$ cat src/rtl/pstats_evt_ser.sv
// Event serializer: per-line saturating pre-counters, drained one record at a
// time by a round-robin scan into a valid/ready stream of (port, counter, increment).
module pstats_evt_ser #(
  parameter int g_nports = 2,
  parameter int g_cnt_pp = 16,
  parameter int g_cnt_pw = 4,
  localparam int N   = g_nports * g_cnt_pp,
  localparam int W_P = (g_nports > 1) ? $clog2(g_nports) : 1,
  localparam int W_C = (g_cnt_pp > 1) ? $clog2(g_cnt_pp) : 1,
  localparam int W_I = (N > 1) ? $clog2(N) : 1
) (
  input  logic                clk_i,
  input  logic                rst_i,
  input  logic [N-1:0]        events_i,
  output logic                upd_valid_o,
  input  logic                upd_ready_i,
  output logic [W_P-1:0]      upd_port_o,
  output logic [W_C-1:0]      upd_cnt_o,
  output logic [g_cnt_pw-1:0] upd_inc_o,
  output logic                drop_o,
  output logic                dbg_state_o
);

  // Record handshake: a record transfers on a rising edge where upd_valid_o and
  // upd_ready_i are both high; while valid is high the record fields hold still.
  typedef enum logic {ST_SCAN, ST_OFFER} state_t;

  localparam logic [g_cnt_pw-1:0] PC_MAX = '1;

  state_t              r_state;
  state_t              w_state_nxt;
  logic [g_cnt_pw-1:0] r_pc [N];
  logic [W_I-1:0]      r_idx;
  logic [W_I-1:0]      w_idx_nxt;
  logic [W_P-1:0]      r_port;
  logic [W_C-1:0]      r_cnt;
  logic [g_cnt_pw-1:0] r_inc;
  logic                r_drop;
  logic [g_cnt_pw-1:0] w_cur;
  logic                w_take;
  logic                w_hs;
  logic                w_adv;
  logic                w_drop;

  always_ff @(posedge clk_i) begin
    if (rst_i) r_state <= ST_SCAN;
    else       r_state <= w_state_nxt;
  end

  always_comb begin
    w_cur       = r_pc[r_idx];
    w_take      = (r_state == ST_SCAN) && (w_cur != '0);
    w_hs        = (r_state == ST_OFFER) && upd_ready_i;
    w_adv       = ((r_state == ST_SCAN) && !w_take) || w_hs;
    w_idx_nxt   = (r_idx == W_I'(N - 1)) ? '0 : r_idx + 1'b1;
    w_state_nxt = r_state;
    case (r_state)
      ST_SCAN:  if (w_take) w_state_nxt = ST_OFFER;
      ST_OFFER: if (w_hs)   w_state_nxt = ST_SCAN;
      default:              w_state_nxt = ST_SCAN;
    endcase
  end

  // The line being snapshotted takes this cycle's event as its new value, so it never saturates.
  always_comb begin
    w_drop = 1'b0;
    for (int i = 0; i < N; i++) begin
      if (events_i[i] && (r_pc[i] == PC_MAX) && !(w_take && (r_idx == W_I'(i))))
        w_drop = 1'b1;
    end
  end

  always_ff @(posedge clk_i) begin
    if (rst_i) begin
      for (int i = 0; i < N; i++) r_pc[i] <= '0;
      r_idx  <= '0;
      r_port <= '0;
      r_cnt  <= '0;
      r_inc  <= '0;
      r_drop <= 1'b0;
    end else begin
      for (int i = 0; i < N; i++) begin
        if (w_take && (r_idx == W_I'(i)))
          r_pc[i] <= {{(g_cnt_pw-1){1'b0}}, events_i[i]};
        else if (events_i[i] && (r_pc[i] != PC_MAX))
          r_pc[i] <= r_pc[i] + 1'b1;
      end
      if (w_take) begin
        r_port <= W_P'(32'(r_idx) / g_cnt_pp);
        r_cnt  <= W_C'(32'(r_idx) % g_cnt_pp);
        r_inc  <= w_cur;
      end
      if (w_adv) r_idx <= w_idx_nxt;
      r_drop <= w_drop;
    end
  end

  assign upd_valid_o = (r_state == ST_OFFER);
  assign upd_port_o  = r_port;
  assign upd_cnt_o   = r_cnt;
  assign upd_inc_o   = r_inc;
  assign drop_o      = r_drop;
  assign dbg_state_o = r_state;

endmodule

$ cat config.mk
export PLATFORM = sky130hd
export DESIGN_NAME = pstats_evt_ser
export DESIGN_NICKNAME = d
export VERILOG_FILES = /design/src/rtl/pstats_evt_ser.sv
export SDC_FILE = /design/constraint.sdc
export NUM_CORES = 1
export LEC_CHECK = 0
export ABC_AREA = 1
export BUFFER_PORTS_ARGS = -buffer_cell sky130_fd_sc_hd__buf_4
export CORE_UTILIZATION = 25
export CTS_BUF_LIST = sky130_fd_sc_hd__clkbuf_8
export CTS_CLUSTER_DIAMETER = 80
export DETAILED_ROUTE_END_ITERATION = 8
export SLEW_MARGIN = 20
export SYNTH_ARGS = -nofsm -noshare
export SYNTH_HDL_FRONTEND = slang
export SYNTH_SLANG_ARGS = --single-unit
$ cat constraint.sdc
create_clock -name clk_i -period 2.36 [get_ports clk_i]
set_input_delay 0 -clock clk_i [delete_from_list [all_inputs] [get_ports clk_i]]
set_output_delay 0 -clock clk_i [all_outputs]
set_load 0.02 [all_outputs]
# [Word level (Yosys, flattened, before mapping)]
# Memory sizes are Yosys's and may differ from the RTL's. A register that Yosys moved wholly into a read port is not among the register bits.
# Index checks and enable logic that the tools add are counted.
[op_classes] mul=0 div=0 n_eq_ne=95 magnitude_cmp=0 addsub=33 bitwise=65 n_mux=328 shifts=0 reduce_logical=167
[op_table] op="1-bit 2-to-1 mux" n=260
[op_table] op="4-bit 2-to-1 mux" n=64
[op_table] op="1-bit logical AND" n=131
[op_table] op="4-bit by 1-bit adder with 4-bit output (second input constant)" n=32
[op_table] op="4-bit equality test (second input constant)" n=32
[op_table] op="4-bit inequality test (second input constant)" n=32
[op_table] op="5-bit equality test (second input constant)" n=16
[op_table] op="1-bit OR" n=64
[op_table] op="5-bit by 4-bit equality test with 1-bit output (second input constant)" n=8
[op_table] op="1-bit logical NOT" n=33
[op_table] op="5-bit by 3-bit equality test with 1-bit output (second input constant)" n=4
[op_table] op="5-bit 2-to-1 mux" n=3
[op_table] op="5-bit by 2-bit equality test with 1-bit output (second input constant)" n=2
[op_table] op="5-bit by 1-bit adder with 5-bit output (second input constant)" n=1
[op_table] op="5-bit by 1-bit equality test with 1-bit output (second input constant)" n=1
[op_table] op="5-bit logical NOT" n=1
[op_table] op="4-bit nonzero test" n=1
[op_table] op="1-bit one-hot mux with 2 select lines" n=1
[op_table] op="1-bit logical OR" n=1
[op_table] op="1-bit inverter" n=1
[word_totals] ff_bits=16 wordCells=695 latchBits=0 inputBits=35 ramBits=128 n_memories=1 romBits=0
[memory_table] name="r_pc" words=32 width=4 rd=33 rd_ports_with_merged_regs=1 write_ports=32 line="32" rtl="logic [g_cnt_pw-1:0] r_pc [N];"

# [Depth between registers and ports, before layout]
[depth] depth_word=37 mapped_depth=20 mapped_depth_nobuf=18

# [Least setup slack after synthesis]
# Ideal clock, no wire load.
[synth_path] kind="register to register" startpoint="reg with a tool-made name" endpoint="mem r_pc[0][0], enable pin" path_slack_ns=0.146 path_stages_with_launch=19 arrival_time_ns=1.906 required_time_ns=2.052 cell_sequence="dfxtp_1 -> buf_2 -> inv_2 -> buf_4 -> nand3_1 -> nand3_1 -> nand2_1 -> nand2_1 -> nand2_1 -> nand2_1 -> nand2_1 -> nor2_1 -> nand2_2 -> buf_6 -> nand3_1 -> nand4_2 -> o21ai_0 -> inv_1 -> nand2_1"
[synth_lines] item="end: declaration" line="32"

==> key figures <==
Outcome
  – Status: complete, but fails checks
  – Violated checks: setup timing

Route
  – Final WL: 29.1 mm
  – Initial DRC count: 713
  – Remaining DRCs: 0
  – Final antenna-violating net count: 0
  – DR vias/cell: 4.57
  – TritonRoute pass-1 iters: 5
  – Per-cell routed wire length: between 10 and 15 um
  – Routed vias: 9,345

Floorplan
  – Full die area: 40,100 um^2
  – # IOs: 47
  – Chip Height: 200 um
  – Row count: between 70 and 80
  – Die width: 200 um
  – Starting Density: 25.4%
  – Core ar.: 38,700 um^2

STA
  – Final number of setup-violating endpoints: around 260
  – Period utilization: 113%
  – WHS: 0.440 ns
  – Min setup slack post-route: -0.306 ns
  – Worst clock skew: 0.0201 ns
  – Tightest Pin Transition: 0.593 ns
  – Worst slew margin relative to its limit: about 60%
  – Max-slew violations: 0
  – RSZ-0062 raised after global routing: yes
  – Minimum clock period: approximately 2.7 ns
  – Maximum clock frequency: roughly 0.38 GHz
  – Final Hold Viols: 0

Critical path
  – FF-to-FF End: r_idx[3]
  – CP arrival: 3.06 ns
  – R2R depth: 19
  – Critical Path RT: 2.75 ns
  – Worst-path fanout max: 9
  – Worst Setup EP: r_idx[3]
  – Critical path startpoint category: flip-flop
  – Critical path type: reg -> reg
  – R2r setup slk: -0.31 ns
  – Critical Path End Type: flip-flop

Min path
  – Min-delay worst type: in -> reg

Synthesis
  – Synth warn: 0
  – Syn_nets: 1,320
  – Synth Register Bits: 149
  – Mapped Area: 9830 um^2
  – Sequential-to-total area share from yosys stat: ~43%
  – Mean post-synth cell area: 7.88 um^2
  – Mapped Cells: between 1,000 and 1,500
  – Synth cell types: 29

Clocking
  – Reg clk slew, reported paths: 0.10 ns
  – Clock Latency Late Sink: 0.48 ns
  – Num CTS Buffers: 17
  – Root Driver: clkbuf_8
  – Htree depth: 4
  – CTS max path bufs: 2
  – TritonCTS clock tree: done
  – Clock Sinks: 149

Global route
  – Initial antenna violation count: 0
  – First-pass GRT wire length: 45.7 mm
  – Vias in the first global route: 9,106
  – Overall routing resource usage: 14.3%
  – Largest net degree at the start of global routing: 36
  – Global route overflow: 0

Cells and area
  – Share of cells above drive strength 1: 27.5%
  – Final Non-Filler Cells: 2,047
  – Fill count: between 4,000 and 5,000
  – Fin area: ~14,000 um^2
  – Most common cell after layout, fill and taps aside: nand2_1
  – Final nets: between 1,500 and 2,000
  – P&R area growth vs syn: 37.5%
  – Most frequent cells in the layout: 302 x nand2_1, 241 x buf_4, 169 x nor2_1, 158 x nand3_1, 143 x inv_1
  – ANT cells: 0

Placement
  – Post-DP Area: 12,200 um^2
  – Placed cells: 1,973
  – Buffers on Ports: 46
  – HPWL Detailed: 22.0 mm
  – GPL Wtd Cong: 0.880
  – Pre-CTS WS: -0.297 ns

Pwr
  – P per Cell Area: 830 nW/um^2
  – Leakage: 6.14 nW
  – Maximum VDD drop: roughly 0.47 mV

Flow run
  – Total of max-cap violations: 0
-- cell type report --
type                            instances  area, um^2  share of cell area [%]
Multi-Input combinational cell        901        5060                    37.4
Sequential cell                       149        4270                    31.6
Timing Repair Buffer                  297        2530                    18.7
Tap cell                              518         648                    4.80
Inverter                              150         576                    4.26
Clock buffer                           19         262                    1.94
Clock inverter                         13         170                    1.26
-- per-stage QoR --
stage / power, mW / TNS (ns) / utilization [%]
2_1_floorplan: 6.41 / 0 / -
3_3_place_gp: 8.17 / -20.14 / 31.5
3_5_place_dp: 8.24 / -23.39 / 31.5
4_1_cts: 10.7 / -13.38 / 34.0
5_1_grt: 11.9 / -71.61 / 34.9
6_report: 11.2 / -34.77 / 34.9
-- synth_stat cells (all sizes together) --
cell | n | area, um^2
nand2 | 330 | 1240
nand3 | 190 | 1020
nor2 | 173 | 649
inv | 148 | 556
edfxtp | 128 | 3840
ha | 38 | 475
buf | 34 | 264
nor3 | 32 | 160
xor2 | 32 | 280
nand4 | 30 | 288
o21ai | 28 | 144
dfxtp | 21 | 420
a211oi | 17 | 213
a311oi | 15 | 131
clkbuf | 13 | 48.8
a21oi | 12 | 60.1
clkinv | 2 | 7.51
a31oi | 1 | 6.26
nor3b | 1 | 7.51
o22ai | 1 | 6.26
xnor2 | 1 | 8.76
-- cells by family (layout without fill, tap and decap cells) --
kind of cell	Yosys count	in the layout	synth area share [%]
and+or+nand+nor	756	756	34.2
xor gates and xnor gates	33	33	2.94
buffers and inverters	197	479	8.91
adders and majority gates	38	38	4.84
DFF	149	149	43.4
AOI/OAI and AO/OA	74	74	5.70
-- critical path: stages, from the launching register on --
cell and delay, ns:
dfxtp_4 0.43, clkinv_8 0.12, buf_12 0.15, nand2_1 0.05
nand3_1 0.08, nand3_1 0.11, nand2_1 0.08, nand2_1 0.07
nand2_1 0.08, nand2_1 0.09, nand2_2 0.08, nor2_4 0.12
nand2_4 0.08, buf_12 0.14, buf_4 0.13, nand2_2 0.11
o21ai_2 0.09, buf_4 0.17, o21ai_0 0.13, nor3b_2 0.25
-- report_power, final --
group	switching, mW	internal [mW]	total (mW)
Clock	1.12	1.12	2.24
Combinational	3.05	2.32	5.37
Sequential	0.314	3.30	3.61
-- state kept, by name (all words and copies together) (netlist names), named ones only --
register,cells
r_pc,128
r_idx,5
upd_cnt_o,4
upd_inc_o,4
dbg_state_o,1
drop_o,1
upd_port_o,1
-- how the worst min path moves through the flow --
| stage | startpoint | cells past startpoint | endpoint |
|---|---|---|---|
| 2_1_floorplan | events_i[24] | 2 | r_pc[24][0] |
| 3_3_place_gp | events_i[26] | 3 | r_pc[26][0] |
| 3_5_place_dp | events_i[30] | 3 | r_pc[30][0] |
| 4_1_cts | events_i[28] | 4 | r_pc[28][0] |
| 5_1_grt | events_i[30] | 4 | r_pc[30][0] |
| 6_report | events_i[30] | 4 | r_pc[30][0] |
-- routing by layer --
layer,GRT usage [%],vias up,wire length (um)
met5,0,-,0
met4,5.81,0,826
met3,2.31,52,1300
met2,23.5,222,13600
met1,18.6,4385,13400
li1,-,4686,-
-- timing repair --
item | in CTS | in global routing
gates cloned | 0 | 4
endpoints found under the setup margin | 229 | 274
resized for setup | 52 | 66
hold endpoints to repair | 75 | 0
hold buffers | 34 | 0
setup buffers | 1 | 3
pin swaps | 4 | 6
(Power assumes the default switching activity.)
